===== src/rtl/pulse_stretch_pkg.sv =====
// pulse_stretch_pkg: shared state encoding, default timing constants and counter sizing helper.
package pulse_stretch_pkg;
   typedef enum logic [1:0] {IDLE = 2'd0, HOLD = 2'd1, GAP = 2'd2} state_t;
   localparam int HOLD_CYCLES_DEF = 4;
   localparam int GAP_CYCLES_DEF = 2;
   localparam int PEND_W_DEF = 2;
   function automatic int cnt_w(input int h, input int g);
      return $clog2((h > g ? h : g) + 1);
   endfunction
endpackage


===== src/rtl/pulse_stretch_if.sv =====
// pulse_stretch_if: event input and stretched-pulse status bundle.
interface pulse_stretch_if #(parameter int PEND_W = 2);
   logic in;
   logic out;
   logic busy;
   logic overflow;
   logic [PEND_W-1:0] pending;
   modport master (output in, input out, busy, pending, overflow);
   modport slave (input in, output out, busy, pending, overflow);
endinterface


===== src/rtl/pulse_stretch_load_down_counter.sv =====
// load_down_counter: loadable down counter; done flags the final count of a loaded run.
module load_down_counter #(parameter int W = 3) (
   input  logic         clk,
   input  logic         rst,
   input  logic         load,
   input  logic [W-1:0] load_val,
   input  logic         en,
   output logic         done
);
   logic [W-1:0] cnt_q, cnt_d;
   always_comb cnt_d = load ? load_val : (en && cnt_q != '0) ? cnt_q - W'(1) : cnt_q;
   always_ff @(posedge clk)
      if (rst) cnt_q <= '0;
      else cnt_q <= cnt_d;
   assign done = cnt_q == W'(1);
endmodule


===== src/rtl/pulse_stretch.sv =====
// pulse_stretch: stretches single-cycle events into fixed-length pulses with queued replay.
// Define PULSE_STRETCH_RETRIGGER_EN to make events during HOLD extend the pulse instead of queueing.
module pulse_stretch
   import pulse_stretch_pkg::*;
#(
   parameter int HOLD_CYCLES = HOLD_CYCLES_DEF,
   parameter int GAP_CYCLES  = GAP_CYCLES_DEF,
   parameter int PEND_W      = PEND_W_DEF
) (
   input logic clk,
   input logic reset,
   pulse_stretch_if.slave bus
);
   localparam int CW = cnt_w(HOLD_CYCLES, GAP_CYCLES);
   localparam logic [PEND_W-1:0] PEND_MAX = '1;
   state_t state_q, state_d;
   logic [PEND_W-1:0] pending_q, pending_d;
   logic out_q, out_d, busy_q, busy_d, overflow_q, overflow_d;
   logic hold_load, hold_done, gap_load, gap_done;
   logic arrive, consume, retrig, direct;
   always_comb begin
      state_d   = state_q;
      hold_load = 1'b0;
      gap_load  = 1'b0;
      consume   = 1'b0;
      retrig    = 1'b0;
      direct    = 1'b0;
      case (state_q)
         IDLE: if (bus.in) begin
            state_d   = HOLD;
            hold_load = 1'b1;
         end
         HOLD:
`ifdef PULSE_STRETCH_RETRIGGER_EN
            if (bus.in) begin
               hold_load = 1'b1;
               retrig    = 1'b1;
            end else
`endif
            if (hold_done) begin
               state_d  = GAP;
               gap_load = 1'b1;
            end
         GAP: if (gap_done) begin
            // Queued events take priority; a fresh event is only taken directly when the queue is empty.
            if (pending_q != '0) begin
               state_d   = HOLD;
               hold_load = 1'b1;
               consume   = 1'b1;
            end else if (bus.in) begin
               state_d   = HOLD;
               hold_load = 1'b1;
               direct    = 1'b1;
            end else state_d = IDLE;
         end
         default: state_d = IDLE;
      endcase
      arrive     = bus.in && state_q != IDLE && !retrig && !direct;
      overflow_d = arrive && !consume && pending_q == PEND_MAX;
      pending_d  = (arrive && !consume && !overflow_d) ? pending_q + PEND_W'(1) :
                   (consume && !arrive) ? pending_q - PEND_W'(1) : pending_q;
      out_d      = state_d == HOLD;
      busy_d     = state_d != IDLE;
   end
   always_ff @(posedge clk)
      if (reset) begin
         state_q    <= IDLE;
         pending_q  <= '0;
         out_q      <= 1'b0;
         busy_q     <= 1'b0;
         overflow_q <= 1'b0;
      end else begin
         state_q    <= state_d;
         pending_q  <= pending_d;
         out_q      <= out_d;
         busy_q     <= busy_d;
         overflow_q <= overflow_d;
      end
   load_down_counter #(.W(CW)) u_hold (
      .clk(clk), .rst(reset), .load(hold_load), .load_val(CW'(HOLD_CYCLES)),
      .en(state_q == HOLD), .done(hold_done)
   );
   load_down_counter #(.W(CW)) u_gap (
      .clk(clk), .rst(reset), .load(gap_load), .load_val(CW'(GAP_CYCLES)),
      .en(state_q == GAP), .done(gap_done)
   );
   assign bus.out      = out_q;
   assign bus.busy     = busy_q;
   assign bus.pending  = pending_q;
   assign bus.overflow = overflow_q;
endmodule


===== src/flat_wrapper.sv =====
// flat-port wrapper written by rule: the top's interface ports become plain ports
module pulse_stretch_flat import pulse_stretch_pkg::*;
#(
   parameter int HOLD_CYCLES = HOLD_CYCLES_DEF,
   parameter int GAP_CYCLES  = GAP_CYCLES_DEF,
   parameter int PEND_W      = PEND_W_DEF
)
  (clk, reset, bus_in, bus_out, bus_busy, bus_pending, bus_overflow);
  pulse_stretch_if #(.PEND_W(PEND_W)) bus_i ();
  input logic clk;
  input logic reset;
  input wire logic [$bits(bus_i.in)-1:0] bus_in;
  output wire logic [$bits(bus_i.out)-1:0] bus_out;
  output wire logic [$bits(bus_i.busy)-1:0] bus_busy;
  output wire logic [$bits(bus_i.pending)-1:0] bus_pending;
  output wire logic [$bits(bus_i.overflow)-1:0] bus_overflow;
  assign bus_i.in = bus_in;
  assign bus_out = bus_i.out;
  assign bus_busy = bus_i.busy;
  assign bus_pending = bus_i.pending;
  assign bus_overflow = bus_i.overflow;
  pulse_stretch #(.HOLD_CYCLES(HOLD_CYCLES), .GAP_CYCLES(GAP_CYCLES), .PEND_W(PEND_W)) u_core (.clk(clk), .reset(reset), .bus(bus_i));
endmodule

===== config.mk =====
export PLATFORM = sky130hd
export DESIGN_NAME = pulse_stretch_flat
export DESIGN_NICKNAME = d
export VERILOG_FILES = /design/src/rtl/pulse_stretch_pkg.sv /design/src/rtl/pulse_stretch_if.sv /design/src/rtl/pulse_stretch_load_down_counter.sv /design/src/rtl/pulse_stretch.sv /design/src/flat_wrapper.sv
export SDC_FILE = /design/constraint.sdc
export NUM_CORES = 1
export LEC_CHECK = 0
export CAP_MARGIN = 20
export CORE_UTILIZATION = 47
export CTS_CLUSTER_DIAMETER = 150
export DETAILED_ROUTE_END_ITERATION = 12
export PLACE_DENSITY = 0.7
export RECOVER_POWER = 100
export SLEW_MARGIN = 40
export SYNTH_ARGS = -nofsm -noshare
export SYNTH_HDL_FRONTEND = slang
export SYNTH_SLANG_ARGS = --single-unit

===== constraint.sdc =====
create_clock -name clk -period 1.4 [get_ports clk]
set_input_delay 0.28 -clock clk [delete_from_list [all_inputs] [get_ports clk]]
set_output_delay 0.28 -clock clk [all_outputs]
set_load 0.02 [all_outputs]

==> results.ini <==
[synth]
avgSynthCellArea_um2 = 9.56
seq_area_frac_synth = 0.363
synth_area_leaders = dfxtp_1 36%, ha_1 10%, inv_1 4.2%, nor4bb_4 3.5%, buf_6 3.1%
synth_top_area_frac = 0.363
synth_seq_cells = 13
synth_area_um2 = 717
synthCells = 75
synth_top_cell_by_area = dfxtp_1
ys_types = 29
synthesis.nets = 84
yosys_warnings = 0

[sta]
setup_ws_ns = -0.0554
fmax_ghz = 0.687
rsz0062_at_grt = yes
final_hold_viol_count = 0
period_share = 1.04
setup_violations = 3
relSlewSlack = 0.768
worst_slew_pin_slew_ns = 0.347
clock_skew_ns = 0.00106
layout_min_cycle_time_ns = 1.46
slew_viol_final = 0

[layout]
multi_input_area_um2 = 442
fin_util = 0.689
fill_cells = 116
area_delta_synth_final_pct = 31.2
layout_commonest_cell = buf_4
ff_latch_area_um2 = 267
antenna_cells = 0
fin_nets = 105
layout_common_cells = 11 x buf_4, 8 x dfxtp_1, 6 x inv_1, 6 x nand2_1
drive_above_1_share = 0.358
instances_no_fill = 110

[cts]
cts_sinks = 13
clk_path_buf_depth = 2
clockRootBuffer = clkbuf_4
ctsHoldBuffers = 0
cts_htree_levels = 1
clock_latency_ns = 0.28
tritoncts = done
clkTransAtPathRegs_ns = 0.08
numCtsBuffers = 3

[drt]
vias = 565
routedWlPerCell_um = 12.4
ant_nets = 0
drt_iter0_markers = 12
wirelength_mm = 1.36
via_per_inst = 5.14
drc = 0
drtPass1Iterations = 2

[worst_setup_path]
required_ns = 1.58
worstSetupEndpointType = flip-flop
crit_top_cell = ha_4
crit_slowest_cell = dfxtp_2
crit_family = flip-flops
cpPeakStageDelay_ns = 0.36
crit_chain = inv_2, ha_4, ha_4, nor3b_4, buf_4, a21oi_2, o21a_1
crit_path_max_fanout = 4
startpoint_type = flip-flop
crit_type = flip-flop to flip-flop
critical_path_buf_inv_count = 2
crit_arrival_ns = 1.63

[floorplanning]
die-area_um2 = 1690
initial_core_util = 0.525
rows = 13
die_w_um = 41.1
io_pins = 8
die_h_um = 41.1
core_um2 = 1370

[global_route]
antenna_found_initial = 0
first_global_vias = 491
grt_usage = 0.188
grt_pass1_wl_mm = 2.02
grt-ovfl-total = 0
grt_max_degree = 10

[placed_design]
gp_congestion = 0.709
dpl_worst_slack_ns = -0.163
dp_cells = 105
io_buffers = 7
hpwl_mm = 1.02

[power]
irDropWorstVdd_uv = 697
powerDensity_nw_per_um2 = 821
leakage_nw = 0.368

[run]
drv_cap = 0

[run_status]
violations = negative setup slack
status = finished with violations

[worst_hold_path]
hold_class = flip-flop to flip-flop

==> stage by stage <==
step	TNS [ns]	hold slack, ns	instance area (um^2)	power [W]
finish	-0.129	0.521	941	0.000772
detailed placement	-0.421	0.509	880	0.000550
global route	-0.570	0.545	941	0.000814
global placement	-0.296	0.507	880	0.000546
floorplan	0	0.360	734	0.000498
CTS	-0.0234	0.519	912	0.000775
==> layout make-up <==
type	count	area share
tap	15	0.0199
inverter	8	0.0319
timing repair buffer	19	0.168
sequential	13	0.283
multi-input combinational	51	0.469
clock buffer	4	0.0279
==> cell usage after synthesis <==
library cell / count
nand4b_1: 1
or2_4: 1
a221oi_1: 2
o21ai_0: 1
nor2_1: 6
nor4bb_4: 1
o211ai_1: 1
nor3b_4: 1
clkbuf_1: 1
a31oi_1: 3
inv_1: 8
buf_6: 2
and3_1: 1
a2111oi_2: 1
nand2b_1: 2
o22a_1: 1
o21a_1: 2
o21ai_2: 1
nand2_1: 6
xnor2_1: 2
dfxtp_1: 13
o2111a_1: 1
ha_1: 6
nand3_1: 2
nor3_1: 2
a21oi_4: 1
a21o_1: 2
a21oi_1: 3
nand2b_2: 1
==> sequential cells by signal (all words and copies together) (netlist names) <==
| name | flops |
|---|---|
| u_core.u_hold.cnt_q | 3 |
| u_core.bus.out | 1 |
| u_core.state_q | 2 |
| u_core.u_gap.cnt_q | 3 |
| u_core.bus.busy | 1 |
| u_core.bus.pending | 2 |
| u_core.bus.overflow | 1 |
==> what timing repair did <==
item                                    CTS  global route
setup buffers                             0             1
pin swaps                                 7             5
resized for setup                         9             6
cloned                                    0             0
endpoints found under the setup margin   10             8
==> where the power goes <==
part / total, W / switching, W / internal, W
sequential: 0.000405 / 0.0000167 / 0.000388
clock: 0.000235 / 0.000124 / 0.000111
combinational: 0.000133 / 0.0000680 / 0.0000649
total: 0.000772 / 0.000209 / 0.000564
==> worst min-delay path: stages (launching register included) <==
cell     delay [ns]
dfxtp_1        0.36
nand2_1        0.07
a21oi_1        0.05
==> per-layer routing <==
| metal | up-vias | track usage | part of all wire |
|---|---|---|---|
| met5 | - | 0 | 0 |
| met4 | 0 | 0.0500 | 0.0081 |
| met3 | 2 | 0.0815 | 0.044 |
| met2 | 9 | 0.313 | 0.46 |
| met1 | 252 | 0.217 | 0.48 |
| li1 | 302 | - | - |
==> cell families after synthesis <==
kind of cell,share of synthesized area
buffers and inverters,0.0785
AO/OA/AOI/OAI,0.215
flip-flops,0.363
adder cells (fa/ha/maj),0.105
AND/OR/NAND/NOR,0.215
XOR/XNOR,0.0244
==> worst paths after layout <==
| check | from | endpoint | slack, ns | cells past startpoint |
|---|---|---|---|---|
| setup / recovery | u_core.u_gap.cnt_q[1] | u_core.u_gap.cnt_q[1] | -0.06 | 7 |
| hold / removal | u_core.bus.pending[1] | u_core.bus.pending[1] | 0.52 | 2 |
| hold reg to reg | u_core.bus.pending[1] | u_core.bus.pending[1] | 0.52 | 2 |
| setup reg to reg | u_core.u_gap.cnt_q[1] | u_core.u_gap.cnt_q[1] | -0.06 | 7 |
Power figures use the tool's default switching activity.
